--- src/rtl/mem_port_arbiter_pkg.sv ---
// Shared types for the single-port memory arbiter.
// FSM states, grant owners and legal read-latency range.
package mem_arb_pkg;

  localparam int ADDR_W_DEF = 14;
  localparam int DATA_W_DEF = 32;
  localparam int RD_LAT_MIN = 1;
  localparam int RD_LAT_MAX = 3;

  typedef enum logic [1:0] {
    ST_IDLE,
    ST_ISSUE,
    ST_WAIT,
    ST_DONE
  } state_e;

  typedef enum logic [1:0] {
    OWN_NONE,
    OWN_LD,
    OWN_DM,
    OWN_IF
  } owner_e;

endpackage

--- src/rtl/mem_port_arbiter_if.sv ---
// Requester, result and memory-side signals of the arbiter.
// master = requesters plus RAM, slave = arbiter.
interface mem_port_arbiter_if #(
  parameter int ADDR_W = 14,
  parameter int DATA_W = 32
);

  logic              ld_req;
  logic              ld_we;
  logic [ADDR_W-1:0] ld_addr;
  logic [DATA_W-1:0] ld_wdata;
  logic              ld_done;

  logic              dm_req;
  logic              dm_we;
  logic [ADDR_W-1:0] dm_addr;
  logic [DATA_W-1:0] dm_wdata;
  logic [DATA_W-1:0] dm_rdata;
  logic              dm_done;

  logic              if_req;
  logic [ADDR_W-1:0] if_addr;
  logic [DATA_W-1:0] if_rdata;
  logic              if_done;

  logic              stall;

  logic              mem_en;
  logic              mem_we;
  logic [ADDR_W-1:0] mem_addr;
  logic [DATA_W-1:0] mem_wdata;
  logic [DATA_W-1:0] mem_rdata;

  modport master (
    output ld_req, ld_we, ld_addr, ld_wdata,
    output dm_req, dm_we, dm_addr, dm_wdata,
    output if_req, if_addr,
    output mem_rdata,
    input  ld_done, dm_done, dm_rdata,
    input  if_done, if_rdata, stall,
    input  mem_en, mem_we, mem_addr, mem_wdata
  );

  modport slave (
    input  ld_req, ld_we, ld_addr, ld_wdata,
    input  dm_req, dm_we, dm_addr, dm_wdata,
    input  if_req, if_addr,
    input  mem_rdata,
    output ld_done, dm_done, dm_rdata,
    output if_done, if_rdata, stall,
    output mem_en, mem_we, mem_addr, mem_wdata
  );

endinterface

--- src/rtl/mem_port_arbiter_pick.sv ---
// Grant selection: LD first, then DM, except IF
// beats DM right after a DM access.
module mem_arb_pick
  import mem_arb_pkg::*;
(
  input  logic   ld_req_i,
  input  logic   dm_req_i,
  input  logic   if_req_i,
  input  logic   last_dm_i,
  output owner_e owner_o
);

  logic dm_yield;

  assign dm_yield = if_req_i & last_dm_i;

  always_comb begin
    owner_o = OWN_NONE;
    unique case (1'b1)
      ld_req_i:
        owner_o = OWN_LD;
      (~ld_req_i & dm_req_i & ~dm_yield):
        owner_o = OWN_DM;
      (~ld_req_i & if_req_i &
       (~dm_req_i | last_dm_i)):
        owner_o = OWN_IF;
      default:
        owner_o = OWN_NONE;
    endcase
  end

endmodule

--- src/rtl/mem_port_arbiter.sv ---
// Serialises LD/DM/IF onto one RAM port with a
// four-state FSM; registered results and done pulses.
module mem_port_arbiter
  import mem_arb_pkg::*;
#(
  parameter int ADDR_W = ADDR_W_DEF,
  parameter int DATA_W = DATA_W_DEF,
  parameter int RD_LAT = 1
) (
  input logic               clk,
  input logic               rst,
  mem_port_arbiter_if.slave bus
);

  if (RD_LAT < RD_LAT_MIN || RD_LAT > RD_LAT_MAX)
  begin : g_bad_lat
    $error("RD_LAT must be within 1..3");
  end

  localparam logic [1:0] LAT = 2'(RD_LAT);

  state_e            state_q, state_d;
  owner_e            owner_q, owner_d;
  owner_e            pick;
  logic              we_q, we_d;
  logic [ADDR_W-1:0] addr_q, addr_d;
  logic [DATA_W-1:0] wdata_q, wdata_d;
  logic [1:0]        cnt_q, cnt_d;
  logic              last_dm_q, last_dm_d;
  logic [DATA_W-1:0] dm_rdata_q, dm_rdata_d;
  logic [DATA_W-1:0] if_rdata_q, if_rdata_d;
  logic              issue, done;
  logic              dm_done, if_done;

  mem_arb_pick u_pick (
    .ld_req_i  (bus.ld_req),
    .dm_req_i  (bus.dm_req),
    .if_req_i  (bus.if_req),
    .last_dm_i (last_dm_q),
    .owner_o   (pick)
  );

  always_comb begin
    state_d    = state_q;
    owner_d    = owner_q;
    we_d       = we_q;
    addr_d     = addr_q;
    wdata_d    = wdata_q;
    cnt_d      = cnt_q;
    last_dm_d  = last_dm_q;
    dm_rdata_d = dm_rdata_q;
    if_rdata_d = if_rdata_q;
    unique case (state_q)
      ST_IDLE: begin
        owner_d = pick;
        if (pick != OWN_NONE) state_d = ST_ISSUE;
        unique case (pick)
          OWN_LD: begin
            we_d    = bus.ld_we;
            addr_d  = bus.ld_addr;
            wdata_d = bus.ld_wdata;
          end
          OWN_DM: begin
            we_d    = bus.dm_we;
            addr_d  = bus.dm_addr;
            wdata_d = bus.dm_wdata;
          end
          OWN_IF: begin
            we_d    = 1'b0;
            addr_d  = bus.if_addr;
            wdata_d = '0;
          end
          default: ;
        endcase
      end
      ST_ISSUE: begin
        if (we_q) begin
          state_d = ST_DONE;
        end else begin
          state_d = ST_WAIT;
          cnt_d   = 2'd1;
        end
      end
      ST_WAIT: begin
        if (cnt_q == LAT) begin
          state_d = ST_DONE;
          cnt_d   = 2'd0;
          // Loader reads share the data-port result register
          if (owner_q == OWN_IF)
            if_rdata_d = bus.mem_rdata;
          else
            dm_rdata_d = bus.mem_rdata;
        end else begin
          cnt_d = cnt_q + 2'd1;
        end
      end
      ST_DONE: begin
        last_dm_d = (owner_q == OWN_DM);
        state_d   = ST_IDLE;
      end
      default: state_d = ST_IDLE;
    endcase
  end

  always_ff @(posedge clk or posedge rst) begin
    if (rst) begin
      state_q    <= ST_IDLE;
      owner_q    <= OWN_NONE;
      we_q       <= 1'b0;
      addr_q     <= '0;
      wdata_q    <= '0;
      cnt_q      <= 2'd0;
      last_dm_q  <= 1'b0;
      dm_rdata_q <= '0;
      if_rdata_q <= '0;
    end else begin
      state_q    <= state_d;
      owner_q    <= owner_d;
      we_q       <= we_d;
      addr_q     <= addr_d;
      wdata_q    <= wdata_d;
      cnt_q      <= cnt_d;
      last_dm_q  <= last_dm_d;
      dm_rdata_q <= dm_rdata_d;
      if_rdata_q <= if_rdata_d;
    end
  end

  assign issue = (state_q == ST_ISSUE);
  assign done  = (state_q == ST_DONE);

  assign dm_done = done & (owner_q == OWN_DM);
  assign if_done = done & (owner_q == OWN_IF);

  assign bus.ld_done   = done & (owner_q == OWN_LD);
  assign bus.dm_done   = dm_done;
  assign bus.if_done   = if_done;
  assign bus.dm_rdata  = dm_rdata_q;
  assign bus.if_rdata  = if_rdata_q;
  assign bus.mem_en    = issue;
  assign bus.mem_we    = issue & we_q;
  assign bus.mem_addr  = addr_q;
  assign bus.mem_wdata = wdata_q;

  assign bus.stall = (bus.if_req & ~if_done) |
                     (bus.dm_req & ~dm_done);

endmodule

--- src/flat_wrapper.sv ---
// flat-port wrapper written by rule: the top's interface ports become plain ports
module mem_port_arbiter_flat import mem_arb_pkg::*;
#(
  parameter int ADDR_W = ADDR_W_DEF,
  parameter int DATA_W = DATA_W_DEF,
  parameter int RD_LAT = 1
)
  (clk, rst, bus_ld_req, bus_ld_we, bus_ld_addr, bus_ld_wdata, bus_dm_req, bus_dm_we, bus_dm_addr, bus_dm_wdata, bus_if_req, bus_if_addr, bus_mem_rdata, bus_ld_done, bus_dm_done, bus_dm_rdata, bus_if_done, bus_if_rdata, bus_stall, bus_mem_en, bus_mem_we, bus_mem_addr, bus_mem_wdata);
  mem_port_arbiter_if #(.ADDR_W(ADDR_W), .DATA_W(DATA_W)) bus_i ();
  input logic clk;
  input logic rst;
  input wire logic [$bits(bus_i.ld_req)-1:0] bus_ld_req;
  input wire logic [$bits(bus_i.ld_we)-1:0] bus_ld_we;
  input wire logic [$bits(bus_i.ld_addr)-1:0] bus_ld_addr;
  input wire logic [$bits(bus_i.ld_wdata)-1:0] bus_ld_wdata;
  input wire logic [$bits(bus_i.dm_req)-1:0] bus_dm_req;
  input wire logic [$bits(bus_i.dm_we)-1:0] bus_dm_we;
  input wire logic [$bits(bus_i.dm_addr)-1:0] bus_dm_addr;
  input wire logic [$bits(bus_i.dm_wdata)-1:0] bus_dm_wdata;
  input wire logic [$bits(bus_i.if_req)-1:0] bus_if_req;
  input wire logic [$bits(bus_i.if_addr)-1:0] bus_if_addr;
  input wire logic [$bits(bus_i.mem_rdata)-1:0] bus_mem_rdata;
  output wire logic [$bits(bus_i.ld_done)-1:0] bus_ld_done;
  output wire logic [$bits(bus_i.dm_done)-1:0] bus_dm_done;
  output wire logic [$bits(bus_i.dm_rdata)-1:0] bus_dm_rdata;
  output wire logic [$bits(bus_i.if_done)-1:0] bus_if_done;
  output wire logic [$bits(bus_i.if_rdata)-1:0] bus_if_rdata;
  output wire logic [$bits(bus_i.stall)-1:0] bus_stall;
  output wire logic [$bits(bus_i.mem_en)-1:0] bus_mem_en;
  output wire logic [$bits(bus_i.mem_we)-1:0] bus_mem_we;
  output wire logic [$bits(bus_i.mem_addr)-1:0] bus_mem_addr;
  output wire logic [$bits(bus_i.mem_wdata)-1:0] bus_mem_wdata;
  assign bus_i.ld_req = bus_ld_req;
  assign bus_i.ld_we = bus_ld_we;
  assign bus_i.ld_addr = bus_ld_addr;
  assign bus_i.ld_wdata = bus_ld_wdata;
  assign bus_i.dm_req = bus_dm_req;
  assign bus_i.dm_we = bus_dm_we;
  assign bus_i.dm_addr = bus_dm_addr;
  assign bus_i.dm_wdata = bus_dm_wdata;
  assign bus_i.if_req = bus_if_req;
  assign bus_i.if_addr = bus_if_addr;
  assign bus_i.mem_rdata = bus_mem_rdata;
  assign bus_ld_done = bus_i.ld_done;
  assign bus_dm_done = bus_i.dm_done;
  assign bus_dm_rdata = bus_i.dm_rdata;
  assign bus_if_done = bus_i.if_done;
  assign bus_if_rdata = bus_i.if_rdata;
  assign bus_stall = bus_i.stall;
  assign bus_mem_en = bus_i.mem_en;
  assign bus_mem_we = bus_i.mem_we;
  assign bus_mem_addr = bus_i.mem_addr;
  assign bus_mem_wdata = bus_i.mem_wdata;
  mem_port_arbiter #(.ADDR_W(ADDR_W), .DATA_W(DATA_W), .RD_LAT(RD_LAT)) u_core (.clk(clk), .rst(rst), .bus(bus_i));
endmodule
--- config.mk ---
export PLATFORM = sky130hd
export DESIGN_NAME = mem_port_arbiter_flat
export DESIGN_NICKNAME = d
export VERILOG_FILES = /design/src/rtl/mem_port_arbiter_pkg.sv /design/src/rtl/mem_port_arbiter_if.sv /design/src/rtl/mem_port_arbiter_pick.sv /design/src/rtl/mem_port_arbiter.sv /design/src/flat_wrapper.sv
export SDC_FILE = /design/constraint.sdc
export NUM_CORES = 1
export LEC_CHECK = 0
export BUFFER_PORTS_ARGS = -buffer_cell sky130_fd_sc_hd__buf_2
export CAP_MARGIN = 0
export CORE_ASPECT_RATIO = 0.8
export CORE_MARGIN = 3
export CORE_UTILIZATION = 49
export DETAILED_ROUTE_END_ITERATION = 16
export GPL_TIMING_DRIVEN = 0
export PLACE_DENSITY = 0.86
export SYNTH_ARGS = -nofsm -noshare
export SYNTH_HDL_FRONTEND = slang
export SYNTH_SLANG_ARGS = --single-unit
--- constraint.sdc ---
create_clock -name clk -period 10.4 [get_ports clk]
set_input_delay 1.56 -clock clk [delete_from_list [all_inputs] [get_ports clk]]
set_output_delay 1.56 -clock clk [all_outputs]
set_load 0.03 [all_outputs]
* Word level (Yosys, flattened, before mapping)
Cells that the tools add are included.
** Storage, ports and cells
- Output and inout port bits :: 116
- Register bits :: 118
- Word-level logic and storage cells :: 62
- Input bits :: 145
** Operators by class
- Muxes and demuxes :: 11
- Bitwise gates (word level) :: 19
- Add/sub/neg operators :: 1
- Reduce and logical (&&, ||, !) cells :: 9
- Equal/unequal tests :: 13
** Operator list (count)
- case mux 32 bit (3 select lines) :: 1
- case mux 14 bit (3 select lines) :: 1
- equality test 2 bit (second input constant) :: 6
- AND 1 bit :: 11
- equality test 2 x 1 -> 1 bit (second input constant) :: 4
- 2-to-1 mux 2 bit :: 4
- case mux 2 bit (4 select lines) :: 1
- NOT 1 bit :: 6
- case mux 2 bit (3 select lines) :: 1
- AND reduction 2 bit :: 3
- AND reduction 3 bit :: 2
- != test 2 x 1 -> 1 bit (second input constant) :: 2
- case mux 2 bit (2 select lines) :: 1
- nonzero test 2 bit :: 2
- case mux 1 bit (3 select lines) :: 1
- nonzero test 3 bit :: 1
- adder 2 x 1 -> 2 bit (second input constant) :: 1
- logical NOT 2 bit :: 1
- != test 2 bit (second input constant) :: 1
- bitwise OR 1 bit :: 2
- 2-to-1 mux 1 bit :: 1

* Longest topological paths before layout
- Depth in word-level cells :: 7
- Gate-level depth with buffers :: 8
- Mapped depth without buffers :: 6

* Cells and area by module
A second synthesis with hierarchy kept.
** Second synthesis, totals
- Cell total of the unflattened synthesis :: 381
- Area, all modules :: 5267.6 um2
** Modules (own cells, without submodules)
- mem_port_arbiter :: cells an instance 377, area an instance 5246.3 um2, instances 1, sequential area each 2952.8 um2
- mem_arb_pick :: cells an instance 4, area an instance 21.3 um2, instances 1, sequential area each 0.0 um2

* Worst setup path after synthesis
No wires, ideal clock.
- Path type :: in2out
- From :: input port bus_dm_req
- To :: output port bus_stall
- Path buffers :: 0
- Stages :: 2
- Arrival time :: 2112 ps
- Data required time :: 8840 ps
- Setup slack :: 6728 ps
- Cells stage by stage :: inv_1 > o22ai_1
** On the way
- Longest elaborated chain between the ends :: 2
** Ends and longest elaborated chain
- from (decl) :: RTL line flat_wrapper.sv:16 : input wire logic [$bits(bus_i.dm_req)-1:0] bus_dm_req;
- AND 1 bit :: RTL line mem_port_arbiter.sv:146 : (bus.dm_req & ~dm_done);
- bitwise OR 1 bit :: RTL line mem_port_arbiter.sv:145 : assign bus.stall = (bus.if_req & ~if_done) |
- to (decl) :: RTL line flat_wrapper.sv:28 : output wire logic [$bits(bus_i.stall)-1:0] bus_stall;
No other way between the ends.

* Worst setup path in the final report
Ends and elaborated chain as after synthesis.

==> run metrics <==
Hold Crit Class flip-flop to flip-flop; hold buffer count at CTS 0; net switching power roughly 1200 uW; FF-to-FF setup slack about 8.3 ns; wire per inst 18.7 um; number of hold violations in the final report 0; GRT overflow 0; slowest stage delay, CP around 0.22 ns; clock power share 0.211; DRT Pass-1 Iters 10; TNS Setup 0 ns; RR Startpoint u_core.state_q[0]$_DFFE_PP0P_; Clock Tree Root clkbuf_16; top post-synthesis cells by count dfrtp_1 (118), nor2_1 (83), a221oi_1 (33), mux2_2 (31), mux2_4 (30); Worst-Margin Slew 0.778 ns; Die Ht 96.8 um; CTS tree done; critical path class input port to output pin; antenna violations before repair 0; RSZ-0062 raised after global routing no; post-CTS sizing 0; FF-to-FF End u_core.bus.if_rdata[31]$_DFFE_PP0P_; via count 4495; FP Rows 32; main flop type after synthesis dfrtp_1; Final Max Slew Viols 0; htree depth 4; fmax about 270 MHz; GRT Resource Usage Total 0.272; Critical Path Sink Type output pin; top post-synthesis cells by area dfrtp_1 (58%), mux2_4 (8.9%), mux2_2 (6.9%), nor2_1 (6.2%), a221oi_1 (5.7%); VDD IR max 0.000187 V; max cap viols 0; Final setup viols 0; fin crit share 0.354; post-synth net total 548; nets@finish ~830; CP dominant cell by count buf_2; largest net degree at the start of global routing 75; Routed Wire Length 15.5 mm; Clock transition at path regs 0.06 ns; Seq pwr share 0.304; share of the synthesized area in the top cell type 0.584; Skew-Pair Late Insertion Delay about 0.4 ns; Initial Util 0.513; switch share 0.440; fraction of registers with async set/reset 1.00; vias in the first global route 4873; core area 9850 sq um; worst r2r path cells 7; Syn Area/Cell ~13 sq um; Gate power share 0.485; postcts setup bufs 0; Bufs on Longest Clock Path 2; Ys Warns 0; detailed placement HPWL approximately 12 mm; pwr dens 384 nW/um^2; Hold Path Origin u_core.bus.if_rdata[9]$_DFFE_PP0P_; IO Pins 261; outcome completed; biggest area consumer among synthesized cells dfrtp_1; number of port buffers 259; die area around 12000 sq um; Slew HR 0.480; share of cells above drive strength 1 0.541; clk sink count ~120; area grow syn2layout 41.3%; Final Critical Period between 3 and 4 ns; CTS Buf Count 17; sequential-to-total area share from yosys stat 0.584; die width 120 um; Cells after DPL 795; Layout Skew 0.00770 ns; Hold Crit Depth 1; most common cell in the netlist dfrtp_1; critical path fanouts, max 3; Post-synth EDFFs 0; GPL Wtd Cong 0.872; Int Pwr between 1500 and 2000 uW; WP data arrival 2.12 ns; startpoint types input port; vias per cell 5.44; Syn Std Cell Area 5050 sq um; first-pass GRT wire length 25.0 mm; CP Cell Sequence buf_2 -> inv_1 -> o22ai_1 -> buf_2; Hold EP u_core.bus.if_rdata[9]$_DFFE_PP0P_; post-route insts no fill 827; DRT iter0 DRCs 327; Post-DRT Antenna Nets 0; Lkg Pwr between 0.003 and 0.004 uW; post-synthesis cell count 399; Residual DRC 0; Max stage delay cell, worst path buf_2; CP required between 8 and 9 ns; ANT cells 0; post-synth cell types 33; register bit total from synthesis 118
placed cells by master (no fill, tap or decap), drive strengths merged:
master      n
a211oi      1
a21oi      19
a221oi     33
a222oi     14
a22oi       1
and2        1
and3        1
and3b       1
buf       277
bufinv      2
clkbuf     31
clkinv      4
clkinvlp    5
dfrtp     118
ha          4
inv        10
mux2       65
mux2i       2
nand2       4
nand2b      4
nor2       84
nor2b       1
nor3        1
nor3b       1
o21a        1
o21ai       1
o22a        2
o22ai       2
or2         1
per-layer routing:
layer  track usage  up-vias  part of all wire
met3        0.0678       28             0.071
met2         0.477      238              0.51
met1         0.325     2218              0.39
met4         0.100        0             0.021
met5             0        -                 0
li1              -     2011                 -
through the flow:
step                      cell area, sq um  hold slack (ns)  power, uW  worst slack, ns   util
after floorplan                       5050            0.449       1750             5.71      -
after global placement                6520            0.461       2110             4.57  0.662
after detailed placement              6550            0.479       2160             6.73  0.665
after CTS                             7140            0.490       2750             6.73  0.725
after global routing                  7140            0.516       2880             6.70  0.725
final                                 7140            0.488       2740             6.72  0.725
final cells by class:
class	instances	area [sq um]
Timing Repair Buffer	260	1320
Multi-Input combinational cell	244	1910
Tap cell	136	170
Sequential cell	118	2950
Clock buffer	18	439
Inverter	7	28.8
Fill cell	706	2710
Clock inverter	14	151
Buffer	30	166
cell families (layout without fill, tap and decap cells):
kind of cell	Yosys count	in the layout	synth area share
AO/OA/AOI/OAI	74	74	0.115
adder cells (fa/ha/maj)	4	4	0.00990
buffers and inverters	37	329	0.0381
flip-flops	118	118	0.584
multiplexers	67	67	0.171
AND/OR/NAND/NOR	99	99	0.0815
critical path, delay by kind of cell:
kind | cells | cell delay (ns)
buffers and inverters | 3 | 0.38
AOI/OAI and AO/OA | 1 | 0.17
power by group through the flow:
stage	clock network [uW]	logic, uW	registers [uW]
detailed placement	0	1330	833
finish	578	1330	834
floorplan	0	497	1250
CTS	585	1340	832
global route	610	1410	860
global placement	0	1290	814
sequential cells by signal, summed over array words and instances (netlist names):
| name | count |
|---|---|
| u_core.bus.dm_rdata | 32 |
| u_core.bus.if_rdata | 32 |
| u_core.bus.mem_wdata | 32 |
| u_core.bus.mem_addr | 14 |
| u_core.cnt_q | 2 |
| u_core.owner_q | 2 |
| u_core.state_q | 2 |
| u_core.last_dm_q | 1 |
| u_core.we_q | 1 |
how the worst max path moves through the flow:
stage                                               end        from  cells past startpoint
global placement    u_core.bus.mem_addr[10]$_DFFE_PP0P_         rst                      2
CTS                                           bus_stall  bus_dm_req                      4
detailed placement                            bus_stall  bus_dm_req                      4
floorplan            u_core.bus.dm_rdata[0]$_DFFE_PP0P_         rst                      1
global route                                  bus_stall  bus_dm_req                      4
finish                                        bus_stall  bus_dm_req                      4
Power figures use the tool's default switching activity.
